**config.mk**
```make
export PLATFORM = sky130hd
export DESIGN_NAME = updown_bcd_counter
export DESIGN_NICKNAME = d
export VERILOG_FILES = /design/src/rtl/updown_bcd_counter.sv
export SDC_FILE = /design/constraint.sdc
export NUM_CORES = 1
export LEC_CHECK = 0
export ABC_CLOCK_PERIOD_IN_PS = 2700
export CAP_MARGIN = 40
export CORE_MARGIN = 2
export CORE_UTILIZATION = 45
export CTS_BUF_LIST = sky130_fd_sc_hd__clkbuf_16
export CTS_CLUSTER_DIAMETER = 200
export DETAILED_ROUTE_END_ITERATION = 6
export PLACE_DENSITY = 0.67
export SYNTH_ARGS = -nofsm -noshare
export SYNTH_HDL_FRONTEND = slang
export SYNTH_SLANG_ARGS = --single-unit
```
**constraint.sdc**
```tcl
create_clock -name i_clk -period 2.7 [get_ports i_clk]
set_input_delay 0.675 -clock i_clk [delete_from_list [all_inputs] [get_ports i_clk]]
set_output_delay 0.675 -clock i_clk [all_outputs]
set_load 0.01 [all_outputs]
```
**src/rtl/updown_bcd_counter.sv**
```systemverilog
// Up/down event counter with synchronised hit/ud inputs, modulo limit,
// wrap/saturate mode, parallel load, and a registered packed-BCD mirror of the count.
// Ports:
//   i_clk        system clock, rising edge
//   i_reset      asynchronous active-low reset
//   i_hit        asynchronous count request, one count per rising edge
//   i_ud         direction, 0 = up, 1 = down (synchronised alongside i_hit)
//   i_load       synchronous parallel load strobe (wins over a count event)
//   i_load_val   binary load value, clamped to MAX_VAL
//   o_count_bin  current count, binary
//   o_cout       current count, packed BCD, digit 0 in [3:0]
//   o_carry      1-clk pulse on up-wrap MAX_VAL -> 0
//   o_borrow     1-clk pulse on down-wrap 0 -> MAX_VAL
//   o_at_max     count == MAX_VAL
//   o_at_zero    count == 0
module updown_bcd_counter #(
  parameter int unsigned DIGITS      = 2,
  parameter int unsigned MAX_VAL     = 99,
  parameter int unsigned SAT_MODE    = 0,
  parameter int unsigned SYNC_STAGES = 2,
  parameter int unsigned W           = 7
) (
  input  logic                  i_clk,
  input  logic                  i_reset,
  input  logic                  i_hit,
  input  logic                  i_ud,
  input  logic                  i_load,
  input  logic [W-1:0]          i_load_val,
  output logic [W-1:0]          o_count_bin,
  output logic [4*DIGITS-1:0]   o_cout,
  output logic                  o_carry,
  output logic                  o_borrow,
  output logic                  o_at_max,
  output logic                  o_at_zero
);

  localparam int unsigned BW = 4 * DIGITS;

  // Double-dabble binary to packed BCD; used for the load path and the wrap constant.
  function automatic logic [BW-1:0] f_bin2bcd(input logic [W-1:0] v);
    logic [BW-1:0] bcd;
    bcd = '0;
    for (int i = int'(W) - 1; i >= 0; i--) begin
      for (int d = 0; d < int'(DIGITS); d++) begin
        if (bcd[4*d +: 4] >= 4'd5) bcd[4*d +: 4] = bcd[4*d +: 4] + 4'd3;
      end
      bcd = {bcd[BW-2:0], v[i]};
    end
    return bcd;
  endfunction

  localparam logic [W-1:0]  MAX_BIN = W'(MAX_VAL);
  localparam logic [BW-1:0] MAX_BCD = f_bin2bcd(MAX_BIN);

  logic [SYNC_STAGES-1:0] r_hit_sync;
  logic [SYNC_STAGES-1:0] r_ud_sync;
  logic [SYNC_STAGES-1:0] r_vld;
  logic                   r_hit_d;
  logic                   r_armed;
  logic                   r_ev;
  logic                   r_ev_dn;
  logic [W-1:0]           r_count;
  logic [BW-1:0]          r_bcd;
  logic                   r_carry;
  logic                   r_borrow;
  logic                   r_at_max;
  logic                   r_at_zero;

  logic                   w_hit_s;
  logic                   w_ud_s;
  logic [W-1:0]           w_load_clamped;
  logic [BW-1:0]          w_bcd_inc;
  logic [BW-1:0]          w_bcd_dec;
  logic [W-1:0]           w_cnt_nxt;
  logic [BW-1:0]          w_bcd_nxt;
  logic                   w_carry_nxt;
  logic                   w_borrow_nxt;

  assign w_hit_s        = r_hit_sync[SYNC_STAGES-1];
  assign w_ud_s         = r_ud_sync[SYNC_STAGES-1];
  assign w_load_clamped = (i_load_val > MAX_BIN) ? MAX_BIN : i_load_val;

  // Synchronisers, edge detect and event register. r_vld marks when hit_s carries a
  // real sample, so a hit held high through reset release never looks like a 0->1 edge.
  always_ff @(posedge i_clk or negedge i_reset) begin
    if (!i_reset) begin
      r_hit_sync <= '0;
      r_ud_sync  <= '0;
      r_vld      <= '0;
      r_hit_d    <= 1'b0;
      r_armed    <= 1'b0;
      r_ev       <= 1'b0;
      r_ev_dn    <= 1'b0;
    end else begin
      r_hit_sync <= {r_hit_sync[SYNC_STAGES-2:0], i_hit};
      r_ud_sync  <= {r_ud_sync[SYNC_STAGES-2:0], i_ud};
      r_vld      <= {r_vld[SYNC_STAGES-2:0], 1'b1};
      r_hit_d    <= w_hit_s;
      r_armed    <= r_armed | (r_vld[SYNC_STAGES-1] & ~w_hit_s);
      r_ev       <= r_armed & w_hit_s & ~r_hit_d;
      r_ev_dn    <= w_ud_s;
    end
  end

  // Digit-wise BCD increment/decrement with combinational ripple between digits.
  always_comb begin
    logic ci;
    logic bi;
    w_bcd_inc = r_bcd;
    w_bcd_dec = r_bcd;
    ci        = 1'b1;
    bi        = 1'b1;
    for (int d = 0; d < int'(DIGITS); d++) begin
      if (ci) begin
        if (r_bcd[4*d +: 4] == 4'd9) begin
          w_bcd_inc[4*d +: 4] = 4'd0;
        end else begin
          w_bcd_inc[4*d +: 4] = r_bcd[4*d +: 4] + 4'd1;
          ci                  = 1'b0;
        end
      end
      if (bi) begin
        if (r_bcd[4*d +: 4] == 4'd0) begin
          w_bcd_dec[4*d +: 4] = 4'd9;
        end else begin
          w_bcd_dec[4*d +: 4] = r_bcd[4*d +: 4] - 4'd1;
          bi                  = 1'b0;
        end
      end
    end
  end

  // Next count: load > event > hold. Binary and BCD always move together.
  always_comb begin
    w_cnt_nxt    = r_count;
    w_bcd_nxt    = r_bcd;
    w_carry_nxt  = 1'b0;
    w_borrow_nxt = 1'b0;
    if (i_load) begin
      w_cnt_nxt = w_load_clamped;
      w_bcd_nxt = f_bin2bcd(w_load_clamped);
    end else if (r_ev) begin
      if (!r_ev_dn) begin
        if (r_count == MAX_BIN) begin
          if (SAT_MODE == 0) begin
            w_cnt_nxt   = '0;
            w_bcd_nxt   = '0;
            w_carry_nxt = 1'b1;
          end
        end else begin
          w_cnt_nxt = r_count + W'(1);
          w_bcd_nxt = w_bcd_inc;
        end
      end else begin
        if (r_count == '0) begin
          if (SAT_MODE == 0) begin
            w_cnt_nxt    = MAX_BIN;
            w_bcd_nxt    = MAX_BCD;
            w_borrow_nxt = 1'b1;
          end
        end else begin
          w_cnt_nxt = r_count - W'(1);
          w_bcd_nxt = w_bcd_dec;
        end
      end
    end
  end

  // Count, BCD mirror and flags, all registered together.
  always_ff @(posedge i_clk or negedge i_reset) begin
    if (!i_reset) begin
      r_count   <= '0;
      r_bcd     <= '0;
      r_carry   <= 1'b0;
      r_borrow  <= 1'b0;
      r_at_max  <= 1'b0;
      r_at_zero <= 1'b1;
    end else begin
      r_count   <= w_cnt_nxt;
      r_bcd     <= w_bcd_nxt;
      r_carry   <= w_carry_nxt;
      r_borrow  <= w_borrow_nxt;
      r_at_max  <= (w_cnt_nxt == MAX_BIN);
      r_at_zero <= (w_cnt_nxt == '0);
    end
  end

  assign o_count_bin = r_count;
  assign o_cout      = r_bcd;
  assign o_carry     = r_carry;
  assign o_borrow    = r_borrow;
  assign o_at_max    = r_at_max;
  assign o_at_zero   = r_at_zero;

endmodule
```
==> flow_summary.toml <==
[sta]
finalWorstPathRequiredPeriod_ns = 3.19
finalSetupViolations = 7
worstMarginPinSlew_ns = 0.634
rsz0062_at_grt = "yes"
hold_violations = 0
fmax_mhz = 314
fin_skew_ns = 0.00549
worst_slack_ns = -0.488
max_slew_margin = 0.577
fin_crit_sh = 1.18
finalMaxSlewViolations = 0

[placement]
port_buffers = 30
gp_congestion = 0.947
hpwl_um = 5060
dpl_cell_area_um2 = 3220

[yosys]
ys_seq_area_frac = 0.290
ys_async_sr_fraction = 1.00
synth-seq-cells = 29
synth_area_um2 = 2510
syn_area_per_cell_um2 = 8.31
synth_edf_count = 0
yosysUniqueCellTypes = 75
ys_warn_count = 0
synth_fp_nets = 324
synthCells = 302
ys.flop_type = "dfrtp_1"

[detailed_routing]
first_pass_iters = 4
drtAntennaViolNets = 0
drc = 0
wl_um = 7070
via_count = 2644
wl_per_cell_um = 15.5
vias_per_cell = 5.79
drt_iter0_drc = 178

[critical_path]
crit_type = "input port to flip-flop"
cp-start-kind = "input port"
arrival_ns = 3.35
r2r_cells = 7
cp-end-kind = "flip-flop"
crit_required_ns = 2.87
worstPathMaxFanout = 3

[pwr]
power_uw = 2040
internal_power_uw = 1310
p_per_area_nw_per_um2 = 558
p_sw_uw = 725
p_leak_uw = 0.00156
seqPwrFrac = 0.290
clockPowerShare = 0.255
max-vdd-ir-drop_uv = 286
netSwitchingFraction = 0.356
combinationalPowerShare = 0.455

[floorplan]
rows = 27
dieArea_um2 = 6190
start_util = 0.461
core-area_um2 = 5440
io_pins = 31
dieWidth_um = 78.7
die_y_um = 78.7

[cells_and_area]
final_common_cell = "buf_4"
nets = 406
num_antenna_cells = 0
drive_gt1_frac = 0.343
final_core_util = 0.671
stdcell_area_um2 = 3650
syn2layout_area_growth_pct = 45.6
final_cell_mix = "buf_4, dfrtp_1, clkdlybuf4s50_1"

[clocking]
clock_latency_ns = 0.27
htreeDepth = 2
clock_path_buffers = 2
clock_sinks = 29
cts_made_buffers = 5
tritoncts = "built"
clk_pin_slew_ns = 0.05
ctsHoldBuffers = 0
cts-root-buf = "clkbuf_16"

[hold_path]
holdPathStages = 0
hold_class = "flip-flop to flip-flop"

[outcome]
violations = "setup timing"
status = "complete, but fails checks"

[run]
drv_cap = 0

[global_routing]
antenna_found_initial = 0
grt_pass1_wl_um = 11700
grt_overflow_total = 0
grt_start_max_net_pins = 30
grtUsageTotal = 0.238
grt_pass1_vias = 2497
Yosys cell counts, types with 7 or more instances:
library cell / instances / area share
o21ai_0: 17 / 0.034
nand2_1: 30 / 0.045
nor3_1: 11 / 0.022
nor2_1: 18 / 0.027
clkbuf_1: 9 / 0.013
dfrtp_1: 28 / 0.28
nand3_1: 7 / 0.014
a21oi_1: 17 / 0.034
inv_1: 22 / 0.033
ha_1: 10 / 0.050
per-stage QoR:
step / worst slack (ns) / hold WS, ns / setup TNS [ns] / cells
finish: -0.488 / 0.351 / -3.05 / 457
global route: -0.643 / 0.357 / -4.14 / 457
CTS: -0.546 / 0.352 / -3.49 / 451
detailed placement: -1.27 / 0.337 / -8.50 / 433
global placement: -1.17 / 0.334 / -7.87 / 433
floorplan: -0.821 / 0.331 / -4.94 / 302
sequential cells by signal, indices dropped and copies added, names as in the netlist:
signal,cells
o_at_zero,1
r_vld,2
o_count_bin,7
r_ev_dn,1
o_at_max,1
r_armed,1
o_cout,8
o_carry,1
r_hit_sync,2
o_borrow,1
r_hit_d,1
r_ud_sync,2
r_ev,1
worst paths after layout:
path | start | slack (ns) | to
setup / recovery | i_load_val[6] | -0.49 | o_cout[6]$_DFFE_PN0P_
hold / removal | r_ud_sync[1]$_DFF_PN0_ | 0.35 | r_ev_dn$_DFF_PN0_
setup reg to reg | o_count_bin[2]$_DFF_PN0_ | 0.16 | o_at_max$_DFF_PN0_
hold reg to reg | r_ud_sync[1]$_DFF_PN0_ | 0.35 | r_ev_dn$_DFF_PN0_
max in group asynchronous | i_reset | 1.59 | o_at_zero$_DFF_PN1_
min in group asynchronous | i_reset | 0.79 | o_carry$_DFF_PN0_
repair_timing:
action,in CTS,in global routing
endpoints found under the setup margin,7,7
pin swaps,21,15
hold endpoints to repair,0,0
gates resized for setup,36,16
buffers inserted,10,6
power groups by stage:
| stage | combinational (µW) | sequential (µW) | clock [µW] |
|---|---|---|---|
| 2_1_floorplan | 513 | 569 | 0 |
| 3_3_place_gp | 783 | 594 | 0 |
| 3_5_place_dp | 796 | 593 | 0 |
| 4_1_cts | 862 | 588 | 527 |
| 5_1_grt | 1020 | 601 | 545 |
| 6_report | 928 | 592 | 520 |
worst max-delay path, stage by stage:
cell and delay, ns:
buf_6 0.10, nand2_4 0.07, nand2_4 0.05, inv_4 0.06, ha_4 0.14, nor2b_4 0.16, o22ai_2 0.08, ha_2 0.19
o2111ai_2 0.17, a21oi_2 0.09, buf_4 0.14, buf_4 0.14, o32ai_4 0.25, mux2i_1 0.25, inv_1 0.10, ha_4 0.17
and2_4 0.14, o221ai_4 0.17, a21oi_2 0.08, a2bb2oi_2 0.13
area by class of cell:
class | instances | area (µm²)
tap | 72 | 90.1
timing repair buffer | 96 | 805
inverter | 23 | 88.8
multi-input combinational | 229 | 1800
fill | 458 | 1790
clock inverter | 3 | 17.5
clock buffer | 5 | 125
sequential | 29 | 727
metal layers:
| metal | GRT usage | vias up | routed length (µm) |
|---|---|---|---|
| li1 | - | 1288 | - |
| met1 | 0.323 | 1266 | 3180 |
| met2 | 0.388 | 77 | 3470 |
| met3 | 0.0276 | 13 | 272 |
| met4 | 0.0877 | 0 | 153 |
| met5 | 0 | - | 0 |
kinds of logic after synthesis:
| group | Yosys count | share of synthesized area |
|---|---|---|
| and+or+nand+nor | 100 | 0.212 |
| AOI/OAI and AO/OA | 102 | 0.301 |
| adders and majority gates | 10 | 0.0499 |
| buffers and inverters | 44 | 0.0838 |
| DFF | 29 | 0.290 |
| muxes | 9 | 0.0374 |
| other | 1 | 0.00149 |
| xor gates and xnor gates | 7 | 0.0244 |
Note: power is estimated with default switching activity, not from simulation.
==> variant 1, RTL diff (same flow settings) <==
Change the parameter `SYNC_STAGES` from 2 to 4.
--- a/src/rtl/updown_bcd_counter.sv
+++ b/src/rtl/updown_bcd_counter.sv
@@ -19,3 +19,3 @@
   parameter int unsigned SAT_MODE    = 0,
-  parameter int unsigned SYNC_STAGES = 2,
+  parameter int unsigned SYNC_STAGES = 4,
   parameter int unsigned W           = 7
Formal check against the unedited RTL: not equivalent (a bounded check fails within 10 cycles, from zero or initial values and one cycle with i_reset low).
==> variant 1 against the original RTL <==
- sequential power rose by 13%
- routed wire length rose by 13%
- worst setup slack got worse by 0.10 ns
- the flow still finishes with violations (negative setup slack)
- first-iteration DRC count rose by 69%
- design area rose by 6.6%
- sequential share of layout area rose by 2.6 points
- clock skew fell by 0.00080 ns
- area after synthesis rose by 6.4%
- sequential cell count rose by 6
- critical path depth did not move
- total power rose by 7.5%
- global-route usage rose by 2.0 points
- register-to-register slack got worse by 0.08 ns
==> variant 1: results (changes against the original RTL) <==
vias: 2964  # was 2644
yosysSeqAreaShare: 0.328  # was 0.290
yosys.area_share.adder: 0.0469  # was 0.0499
pwr_density_cell_nw_per_um2: 563  # was 558 nW/um2
pre_cts_ws_ns: -1.35  # was -1.27 ns
grt_usage: 0.258  # was 0.238
hold_ws_ns: 0.345  # was 0.351 ns
met2WireLength_um: 3840  # was 3470 um
grt_pass1_vias: 2802  # was 2497
cp.arrival_ns: 3.45  # was 3.35 ns
r2r_end: "o_cout[5]"  # was o_at_max
status: "finished with violations"  # unchanged
critPathTopFamily: "compound AO/OA/AOI/OAI gates"  # unchanged
place_inst: 467  # was 433
synth_cell_type_count: 66  # was 75
wl_met1_um: 3470  # was 3180 um
setup_violations: 7  # unchanged
synth_commonest_cells: "dfrtp_1 (34), nor2_1 (27), a21oi_1 (25)"  # was nand2_1 (30), dfrtp_1 (28), inv_1 (22)
postPlaceCellArea_um2: 3480  # was 3220 um2
gp_congestion: 0.974  # was 0.947
hold_start: "r_hit_sync[0]"  # was r_ud_sync[1]
failed_checks: "negative setup slack"  # unchanged
wl_met3_um: 544  # was 272 um
synth-compound-area-share: 0.318  # was 0.301
pwr-share-clk: 0.296  # was 0.255
p_comb_mw: 0.875  # was 0.928 mW
synthMuxAreaShare: 0.0159  # was 0.0374
crit_slowest_cell: "mux2_4"  # was o32ai_4
r2r_cells: 6  # was 7
ir_drop_uv: 293  # was 286 uV
min_to: "r_hit_sync[1]"  # was r_ev_dn
fin_skew_ns: 0.00469  # was 0.00549 ns
r2r-start: "o_count_bin[0]"  # was o_count_bin[2]
tightest_slew_ns: 0.933  # was 0.634 ns
layout-drive-gt1-share: 0.313  # was 0.343
synth_area_leaders: "dfrtp_1 (32%), a21oi_1 (4.7%), ha_1 (4.7%)"  # was dfrtp_1 (28%), ha_1 (5.0%), nand2_1 (4.5%)
routed_wl_um: 8000  # was 7070 um
power.leakage_nw: 1.67  # was 1.56 nW
r2r_slack_ns: 0.08  # was 0.16 ns
drtIter0Drc: 300  # was 178
syn_nets: 347  # was 324
instances_no_fill: 487  # was 457
fin_setup_tns_ns: -3.79  # was -3.05 ns
setup_ws_ns: -0.591  # was -0.488 ns
place_hpwl_um: 5690  # was 5060 um
grt_start_max_net_pins: 36  # was 30
## variant 1: repair_timing
| action | CTS | global route |
|---|---|---|
| setup buffers | 9 | 4 |
| pin swaps | 16 | 12 |
| cloned | 0 | 0 |
| endpoints found under the setup margin | 7 | 7 |
| gates resized for setup | 44 | 10 |
## variant 1: final cells by class
| cell class | instances | area (um2) |
|---|---|---|
| clock buffers | 5 | 125 |
| clock inverters | 3 | 42.5 |
| inverters | 20 | 80.1 |
| multi-input cells | 247 | 1820 |
| repair buffers | 102 | 852 |
| fillers | 479 | 1920 |
| well taps | 75 | 93.8 |
| flip-flops and latches | 35 | 877 |
## variant 1: metal layers
| layer | track usage | vias up |
|---|---|---|
| met5 | 0 | - |
| met4 | 0.0814 | 0 |
| met3 | 0.0422 | 16 |
| met2 | 0.424 | 148 |
| met1 | 0.347 | 1404 |
| li1 | - | 1396 |
==> variant 2, RTL diff (same flow settings) <==
Made on the original files. Compare `r_count` against `MAX_BIN` with >= in place of ==.
--- a/src/rtl/updown_bcd_counter.sv
+++ b/src/rtl/updown_bcd_counter.sv
@@ -143,3 +143,3 @@
       if (!r_ev_dn) begin
-        if (r_count == MAX_BIN) begin
+        if (r_count >= MAX_BIN) begin
           if (SAT_MODE == 0) begin
Function: same outputs for any inputs over 10 cycles, from zero or initial values and one cycle with i_reset low; that may be too few to reach the edited logic, so the function may still have changed.
==> variant 2 against the original RTL <==
- the flow still finishes with violations (negative setup slack)
- routed wire length is 2.2% lower
- first-iteration DRC count is 54% higher
- sequential cell count stayed put
- design area is 2.6% lower
- worst setup slack worse by 0.24 ns
- total power is 8.0% higher
- sequential power is 3% higher
- combinational power is 4.3% higher
- via count is 0.72% higher
- area after synthesis is 0.95% lower
- critical path type unchanged
- critical endpoint is now o_cout[4]
==> variant 2: results (changes against the original RTL) <==
status: "finished with violations"  # unchanged
failed_checks: "negative setup slack"  # unchanged
maxSlewHeadroom: 0.650  # was 0.577
startpoint: "i_load_val[5]"  # was i_load_val[6]
drtIter0Drc: 275  # was 178
crit_path_max_fanout: 4  # was 3
ir_drop_uv: 315  # was 286 uV
synth_commonest_cells: "a21oi_1 (33), nand2_1 (32), o21ai_0 (29)"  # was nand2_1 (30), dfrtp_1 (28), inv_1 (22)
p_comb_mw: 0.968  # was 0.928 mW
grt_start_max_net_pins: 30  # unchanged
multi_input_area_um2: 1780  # was 1800 um2
fin_setup_tns_ns: -4.51  # was -3.05 ns
nFillCells: 465  # was 458
yosysSeqAreaShare: 0.293  # was 0.290
place_inst: 445  # was 433
synth-compound-area-share: 0.291  # was 0.301
totalPowerFinal_mw: 2.20  # was 2.04 mW
r2r_slack_ns: 0.21  # was 0.16 ns
inv_count: 27  # was 23
clk_share: 0.0468  # was 0.0391
grt_usage: 0.230  # was 0.238
synth_cell_type_count: 66  # was 75
grt_first_pass_wirelength_um: 11300  # was 11700 um
grtUsageMet3: 0.0253  # was 0.0276
critPathTopFamily: "compound AO/OA/AOI/OAI gates"  # unchanged
grt_use_met1: 0.287  # was 0.323
r2r_cells: 8  # was 7
p_int_mw: 1.41  # was 1.31 mW
wl_met3_um: 280  # was 272 um
critPathMaxStageDelay_ns: 0.36  # was 0.25 ns
pwr_density_cell_nw_per_um2: 619  # was 558 nW/um2
min_to: "r_ud_sync[1]"  # was r_ev_dn
hold_start: "r_ud_sync[0]"  # was r_ud_sync[1]
syn_avg_cell_area_um2: 7.96  # was 8.31 um2
synth_area_leaders: "dfrtp_1 (28%), ha_1 (8.1%), a21oi_1 (6.6%)"  # was dfrtp_1 (28%), ha_1 (5.0%), nand2_1 (4.5%)
use_met2: 0.411  # was 0.388
grt_pass1_vias: 2433  # was 2497
fin_nets: 412  # was 406
crit_slowest_cell: "or3_4"  # was o32ai_4
power.leakage_nw: 1.53  # was 1.56 nW
multi_input_gates: 242  # was 229
wl_met1_um: 3000  # was 3180 um
via_per_inst: 5.83  # was 5.79
met2WireLength_um: 3490  # was 3470 um
layout-drive-gt1-share: 0.288  # was 0.343
cp.arrival_ns: 3.61  # was 3.35 ns
setup_ws_ns: -0.725  # was -0.488 ns
power_frac_seq: 0.276  # was 0.290
setup_violations: 7  # unchanged
place_hpwl_um: 4950  # was 5060 um
buf_share: 0.195  # was 0.220
yosys.area_share.adder: 0.0806  # was 0.0499
postPlaceCellArea_um2: 3210  # was 3220 um2
routedWlPerCell_um: 15.1  # was 15.5 um
syn_nets: 340  # was 324
==> variant 2: cell count changes after synthesis, moves of 6 or more <==
cell,unedited run,this run
nor2_1,18,25
nor3_1,11,5
a21oi_1,17,33
o21ai_0,17,29
ha_1,10,16
==> variant 2: stage by stage <==
step | hold slack, ns | setup WS [ns]
floorplan | 0.331 | -1.14
global placement | 0.332 | -1.41
detailed placement | 0.336 | -1.53
CTS | 0.351 | -0.727
global route | 0.351 | -0.912
finish | 0.350 | -0.725
==> variant 2: repair_timing <==
item	in CTS	in global routing
hold buffers	0	0
endpoints found under the setup margin	7	9
resized for setup	27	24
pin swaps	12	17
buffers inserted	5	1
==> variant 2: cells by family (layout without fill, tap and decap cells) <==
group           count (synthesis)  count (layout)
compound gates                113             113
xor+xnor                        4               4
fa+ha+maj                      16              16
buf+inv                        41             114
flops                          29              29
mux                             9               9
other cells                     1               1
simple gates                   99              99
